## src/rtl/ic_clock_stepper_pkg.sv

```systemverilog
// Shared constants for the clock stepper: FSM state encoding and pulse counter width.
package ic_clock_stepper_pkg;

   localparam int unsigned PULSE_CNT_W = 8;

   localparam logic [1:0] ST_IDLE    = 2'd0;
   localparam logic [1:0] ST_STEP_HI = 2'd1;
   localparam logic [1:0] ST_RUN_HI  = 2'd2;
   localparam logic [1:0] ST_RUN_LO  = 2'd3;

   typedef enum logic [1:0] {
      IDLE    = ST_IDLE,
      STEP_HI = ST_STEP_HI,
      RUN_HI  = ST_RUN_HI,
      RUN_LO  = ST_RUN_LO
   } state_e;

   function automatic logic is_high(input state_e s);
      return (s == STEP_HI) || (s == RUN_HI);
   endfunction

endpackage

```

## src/rtl/ic_clock_stepper_if.sv

```systemverilog
// Control inputs and clock-wave outputs of the clock stepper.
interface ic_clock_stepper_if #(
   parameter int unsigned DIV_WIDTH = 24
);
   import ic_clock_stepper_pkg::*;

   logic                   MODE;
   logic                   STEP_BTN;
   logic                   RUN_EN;
   logic [DIV_WIDTH-1:0]   DIV;
   logic                   CKA_OUT;
   logic                   CK_FALL;
   logic [PULSE_CNT_W-1:0] PULSE_CNT;

   modport master (
      output MODE, STEP_BTN, RUN_EN, DIV,
      input  CKA_OUT, CK_FALL, PULSE_CNT
   );

   modport slave (
      input  MODE, STEP_BTN, RUN_EN, DIV,
      output CKA_OUT, CK_FALL, PULSE_CNT
   );
endinterface

```

## src/rtl/ic_debounce.sv

```systemverilog
// Synchronizes a bouncy button, accepts a level only after DEBOUNCE_CYCLES stable
// cycles, and emits a one-cycle pulse on each accepted rising edge.
module ic_debounce #(
   parameter int unsigned DEBOUNCE_CYCLES = 1000000
) (
   input  logic clk,
   input  logic rst_n,
   input  logic i_raw,
   output logic o_press
);
   localparam int unsigned CNT_W = $clog2(DEBOUNCE_CYCLES) + 1;

   logic             r_s1;
   logic             r_s2;
   logic             r_level;
   logic             r_level_d;
   logic             r_press;
   logic [CNT_W-1:0] r_cnt;

   always_ff @(posedge clk or negedge rst_n) begin
      if (!rst_n) begin
         r_s1      <= 1'b0;
         r_s2      <= 1'b0;
         r_level   <= 1'b0;
         r_level_d <= 1'b0;
         r_press   <= 1'b0;
         r_cnt     <= '0;
      end else begin
         r_s1      <= i_raw;
         r_s2      <= r_s1;
         r_level_d <= r_level;
         r_press   <= r_level & ~r_level_d;
         // Any return to the accepted level restarts the stability window
         if (r_s2 == r_level) begin
            r_cnt <= '0;
         end else if (r_cnt == CNT_W'(DEBOUNCE_CYCLES - 1)) begin
            r_level <= r_s2;
            r_cnt   <= '0;
         end else begin
            r_cnt <= r_cnt + CNT_W'(1);
         end
      end
   end

   assign o_press = r_press;

endmodule

```

## src/rtl/ic_clock_stepper.sv

```systemverilog
// Glitch-free slow clock source for the LS93 CKA input: single-step per button press
// or free-running at 2*DIV_eff cycles per period, with falling-edge flag and count.
module ic_clock_stepper
   import ic_clock_stepper_pkg::*;
#(
   parameter int unsigned DEBOUNCE_CYCLES = 1000000,
   parameter int unsigned DIV_WIDTH       = 24
) (
   input  logic         CLK,
   input  logic         CLR_N,
   ic_clock_stepper_if.slave bus
);

   state_e                 r_state;
   state_e                 w_state_nxt;
   logic                   r_mode_s1;
   logic                   r_mode_s2;
   logic                   r_cka;
   logic                   r_fall;
   logic                   w_cka_nxt;
   logic                   w_fall_nxt;
   logic                   w_press;
   logic                   w_run_ok;
   logic                   w_done;
   logic [DIV_WIDTH-1:0]   r_cnt;
   logic [DIV_WIDTH-1:0]   w_cnt_nxt;
   logic [DIV_WIDTH-1:0]   w_div_eff;
   logic [DIV_WIDTH-1:0]   w_load;
   logic [PULSE_CNT_W-1:0] r_pulse_cnt;

   ic_debounce #(.DEBOUNCE_CYCLES(DEBOUNCE_CYCLES)) u_step_db (
      .clk     (CLK),
      .rst_n   (CLR_N),
      .i_raw   (bus.STEP_BTN),
      .o_press (w_press)
   );

   always_ff @(posedge CLK or negedge CLR_N) begin
      if (!CLR_N) begin
         r_mode_s1 <= 1'b0;
         r_mode_s2 <= 1'b0;
      end else begin
         r_mode_s1 <= bus.MODE;
         r_mode_s2 <= r_mode_s1;
      end
   end

   // Phase counter loads DIV_eff-1 at each phase start; phase ends when it reaches 0
   assign w_div_eff = (bus.DIV == '0) ? DIV_WIDTH'(1) : bus.DIV;
   assign w_load    = w_div_eff - DIV_WIDTH'(1);
   assign w_run_ok  = r_mode_s2 & bus.RUN_EN;
   assign w_done    = (r_cnt == '0);

   always_comb begin
      w_state_nxt = r_state;
      w_cnt_nxt   = r_cnt;
      w_fall_nxt  = 1'b0;
      case (r_state)
         IDLE: begin
            // Free-run request takes priority over a coincident press
            if (w_run_ok) begin
               w_state_nxt = RUN_HI;
               w_cnt_nxt   = w_load;
            end else if (!r_mode_s2 && w_press) begin
               w_state_nxt = STEP_HI;
               w_cnt_nxt   = w_load;
            end
         end
         STEP_HI: begin
            if (w_done) begin
               w_state_nxt = IDLE;
               w_fall_nxt  = 1'b1;
            end else begin
               w_cnt_nxt = r_cnt - DIV_WIDTH'(1);
            end
         end
         RUN_HI: begin
            if (w_done) begin
               w_state_nxt = RUN_LO;
               w_cnt_nxt   = w_load;
               w_fall_nxt  = 1'b1;
            end else begin
               w_cnt_nxt = r_cnt - DIV_WIDTH'(1);
            end
         end
         RUN_LO: begin
            if (w_done) begin
               if (w_run_ok) begin
                  w_state_nxt = RUN_HI;
                  w_cnt_nxt   = w_load;
               end else begin
                  w_state_nxt = IDLE;
               end
            end else begin
               w_cnt_nxt = r_cnt - DIV_WIDTH'(1);
            end
         end
         default: w_state_nxt = IDLE;
      endcase
      w_cka_nxt = is_high(w_state_nxt);
   end

   always_ff @(posedge CLK or negedge CLR_N) begin
      if (!CLR_N) begin
         r_state     <= IDLE;
         r_cnt       <= '0;
         r_cka       <= 1'b0;
         r_fall      <= 1'b0;
         r_pulse_cnt <= '0;
      end else begin
         r_state     <= w_state_nxt;
         r_cnt       <= w_cnt_nxt;
         r_cka       <= w_cka_nxt;
         r_fall      <= w_fall_nxt;
         r_pulse_cnt <= r_pulse_cnt + PULSE_CNT_W'(r_fall);
      end
   end

   assign bus.CKA_OUT   = r_cka;
   assign bus.CK_FALL   = r_fall;
   assign bus.PULSE_CNT = r_pulse_cnt;

endmodule

```

## src/flat_wrapper.sv

```systemverilog
// flat-port wrapper written by rule: the top's interface ports become plain ports
module ic_clock_stepper_flat import ic_clock_stepper_pkg::*;
#(
   parameter int unsigned DEBOUNCE_CYCLES = 1000000,
   parameter int unsigned DIV_WIDTH       = 24
)
  (CLK, CLR_N, bus_MODE, bus_STEP_BTN, bus_RUN_EN, bus_DIV, bus_CKA_OUT, bus_CK_FALL, bus_PULSE_CNT);
  ic_clock_stepper_if #(.DIV_WIDTH(DIV_WIDTH)) bus_i ();
  input  logic CLK;
  input  logic CLR_N;
  input wire logic [$bits(bus_i.MODE)-1:0] bus_MODE;
  input wire logic [$bits(bus_i.STEP_BTN)-1:0] bus_STEP_BTN;
  input wire logic [$bits(bus_i.RUN_EN)-1:0] bus_RUN_EN;
  input wire logic [$bits(bus_i.DIV)-1:0] bus_DIV;
  output wire logic [$bits(bus_i.CKA_OUT)-1:0] bus_CKA_OUT;
  output wire logic [$bits(bus_i.CK_FALL)-1:0] bus_CK_FALL;
  output wire logic [$bits(bus_i.PULSE_CNT)-1:0] bus_PULSE_CNT;
  assign bus_i.MODE = bus_MODE;
  assign bus_i.STEP_BTN = bus_STEP_BTN;
  assign bus_i.RUN_EN = bus_RUN_EN;
  assign bus_i.DIV = bus_DIV;
  assign bus_CKA_OUT = bus_i.CKA_OUT;
  assign bus_CK_FALL = bus_i.CK_FALL;
  assign bus_PULSE_CNT = bus_i.PULSE_CNT;
  ic_clock_stepper #(.DEBOUNCE_CYCLES(DEBOUNCE_CYCLES), .DIV_WIDTH(DIV_WIDTH)) u_core (.CLK(CLK), .CLR_N(CLR_N), .bus(bus_i));
endmodule
```

## config.mk

```make
export PLATFORM = sky130hd
export DESIGN_NAME = ic_clock_stepper_flat
export DESIGN_NICKNAME = d
export VERILOG_FILES = /design/src/rtl/ic_clock_stepper_pkg.sv /design/src/rtl/ic_clock_stepper_if.sv /design/src/rtl/ic_debounce.sv /design/src/rtl/ic_clock_stepper.sv /design/src/flat_wrapper.sv
export SDC_FILE = /design/constraint.sdc
export NUM_CORES = 1
export LEC_CHECK = 0
export CORE_MARGIN = 3
export CORE_UTILIZATION = 45
export CTS_CLUSTER_DIAMETER = 100
export DETAILED_ROUTE_END_ITERATION = 7
export PLACE_DENSITY = 0.7
export REMOVE_ABC_BUFFERS = 1
export SKIP_CTS_REPAIR_TIMING = 1
export SYNTH_ARGS = -nofsm -noshare
export SYNTH_HDL_FRONTEND = slang
export SYNTH_SLANG_ARGS = --single-unit
```

## constraint.sdc

```tcl
create_clock -name CLK -period 2.8 [get_ports CLK]
set_input_delay 0.28 -clock CLK [delete_from_list [all_inputs] [get_ports CLK]]
set_output_delay 0.28 -clock CLK [all_outputs]
set_load 0.03 [all_outputs]
```

==> reports/results.tsv <==
metric	value	unit
cp_data_arrival_time	2.93	ns
nNetsFinal	545	
cts_buffers	9	
cap_violations	0	
vias	3598	
place_inst	598	
ff2ff_setup_slack	0.15	ns
synthFlopType	dfrtp_1	
grt_pass1_vias	3516	
seq_area_frac_synth	0.416	
fin_crit	2.69	ns
setup_viol_count_final	0	
cts_tree	built	
worstSetupEndpointType	register	
vias_per_cell	5.85	
critPathMaxStageDelay	0.51	ns
grtUsageTotal	0.205	
dieArea	9700	µm²
routed_wl	9540	µm
antenna_left	0	
drtPass1Iterations	5	
synthCells	418	
critPathTopFamily	simple AND/OR/NAND/NOR gates	
antenna_cells	0	
slew_viol_final	0	
crit_path_cell_trace	clkdlybuf4s50_1 > nor4_1 > nand4b_1 > nor2_4 > nor2_2 > ha_1 > or3b_4 > or3b_2 > nor3b_2 > xnor2_1 > o22ai_1 > a22o_1	
wl_per_cell	15.5	µm
switchingPower	500	µW
outcome	finished clean	
synth_top_area_cell	dfrtp_1	
worstMarginPinSlew	0.812	ns
crit_slowest_cell	or3b_2	
clk-insertion-delay-late	0.34	ns
num_rows	33	
worst_slack	0.109	ns
drc_errors	0	
synth_seq_cells	64	
synth_area_leaders	dfrtp_1 (42%), xor2_1 (5.5%), xnor2_1 (4.3%), o21ai_0 (4.2%), nor2_1 (3.9%)	
synth.avg_cell_area	9.21	µm²
io_pins	39	
io_buffers	38	
required	3.04	ns
clockBufferDepth	2	
initial_utilization	0.466	
switching_share	0.230	
clk_pin_slew	0.08	ns
critPathMaxFanout	3	
ys_async_sr_fraction	1.00	
synth.top_cell.area_share	0.416	
synth.most_common_cell	dfrtp_1	
drtIter0Drc	151	
p_comb_frac	0.094	
synth_edf_count	0	
rsz0062_at_grt	true	
p_per_area	437	nW/µm²
die_y	98.5	µm
worst_hold_slack	0.111	ns
syn_to_final_growth	29.1	%
die_w	98.5	µm
p_int	1680	µW
skew	0.0104	ns
timing.slew.headroom	0.459	
grt_max_degree	65	
postLayoutCoreUtil	0.602	
fin_crit_sh	0.961	
fin_cells	615	
gp_congestion	0.916	
vdd_drop_max	0.174	mV
grt_pass1_wl	16300	µm
sequentialPowerShare	0.455	
hold_path.class	input port to asynchronous set/reset pin	
power_frac_clock	0.451	
yosys-top-cells-count	dfrtp_1 (64), nor2_1 (40), o21ai_0 (32), nand2_1 (25), xor2_1 (24)	
htree_levels	3	
p_leak	0.00205	µW
cts_root_buf	clkbuf_8	
power	2180	µW
yosysWarnings	0	
drive_above_1_share	0.182	
netlist_area	3850	µm²
fmax	372	MHz
dp_hpwl	7170	µm
antenna_found_initial	0	
crit_path_start_kind	input port	
synth_cell_type_count	58	
critPathKind	input port to register	
hold_viol	0	
place_ws	-0.423	ns
cts_sinks	64	
overflow	0	
core_area	8260	µm²
worstPathBufferInverterCount	1	
-- path summary, 6_finish.rpt --
path / start / endpoint / depth (start not counted)
worst max-delay path: bus_DIV[7] / u_core.r_cnt[14] / 12
worst min-delay path: CLR_N / u_core.u_step_db.r_cnt[11] / 2
worst max register to register: u_core.r_cnt[0] / u_core.r_cnt[18] / 7
worst min register to register: u_core.r_mode_s1 / u_core.r_mode_s2 / 0
max in group asynchronous: CLR_N / u_core.r_cnt[8] / 2
min in group CLK: u_core.r_mode_s1 / u_core.r_mode_s2 / 0
-- layout by cell type, fill, tap and decap left out, types with 4 or more instances in the layout --
master and n:
dfrtp_1 64, buf_4 53, nor2_1 38, clkdlybuf4s50_1 34, o21ai_0 32, nand2_1 25, xor2_1 23, nor3_1 20
xnor2_1 19, nand3_1 19, a21oi_1 15, nor4_1 13, or3_1 11, and3_1 11, ha_1 11, clkbuf_8 10
inv_1 8, a22o_1 8, or4_1 6, or2_2 4, a31oi_1 4, o211ai_1 4, a32oi_1 4, o22ai_1 4
o32ai_1 4
-- worst register-to-register path, stage by stage (launching register included) --
cell and delay, ns:
dfrtp_1 0.42, inv_1 0.12, ha_1 0.19, or3b_2 0.52, or3_4 0.39, or2_2 0.34
or4_1 0.45, o211ai_1 0.12
-- final cells by class --
type                            count  area, µm²
Inverter                            8       30.0
Multi-Input combinational cell    331       2180
Fill cell                         734       3280
Clock inverter                      5        104
Tap cell                          105        131
Sequential cell                    64       1600
Timing Repair Buffer               91        781
Clock buffer                       11        141
-- stage by stage --
stage | instance area (µm²) | TNS [ns]
after floorplan | 3780 | 0
after global placement | 4680 | -2.89
after detailed placement | 4680 | -3.50
after CTS | 4920 | -0.0905
after global routing | 4970 | -0.0156
final | 4970 | 0
-- flip-flops by register name, indices dropped and copies added, names as in the netlist, 2 cells and up --
register / flops
u_core.r_cnt: 24
u_core.u_step_db.r_cnt: 21
u_core.bus.PULSE_CNT: 8
u_core.r_state: 2
-- metal layers --
layer | GRT usage | part of all wire | up-vias
li1 | - | - | 1731
met1 | 0.283 | 0.46 | 1739
met2 | 0.329 | 0.47 | 116
met3 | 0.0382 | 0.049 | 12
met4 | 0.0651 | 0.013 | 0
met5 | 0 | 0 | -
-- kinds of logic (layout without fill, tap and decap cells) --
| logic type | after synthesis | count (layout) | synth area share |
|---|---|---|---|
| buf+inv | 23 | 115 | 0.0257 |
| mux | 1 | 1 | 0.00292 |
| simple gates | 178 | 178 | 0.255 |
| flops | 64 | 64 | 0.416 |
| compound gates | 98 | 98 | 0.167 |
| fa+ha+maj | 11 | 11 | 0.0357 |
| xor+xnor | 43 | 43 | 0.0978 |
-- power by group through the flow --
stage               Sequential, µW  Combinational, µW  Clock [µW]
floorplan                      996               77.7           0
global placement              1000                199           0
detailed placement            1000                205           0
CTS                            987                205         994
global route                   994                227        1030
finish                         989                206         981
(Power assumes the default switching activity.)
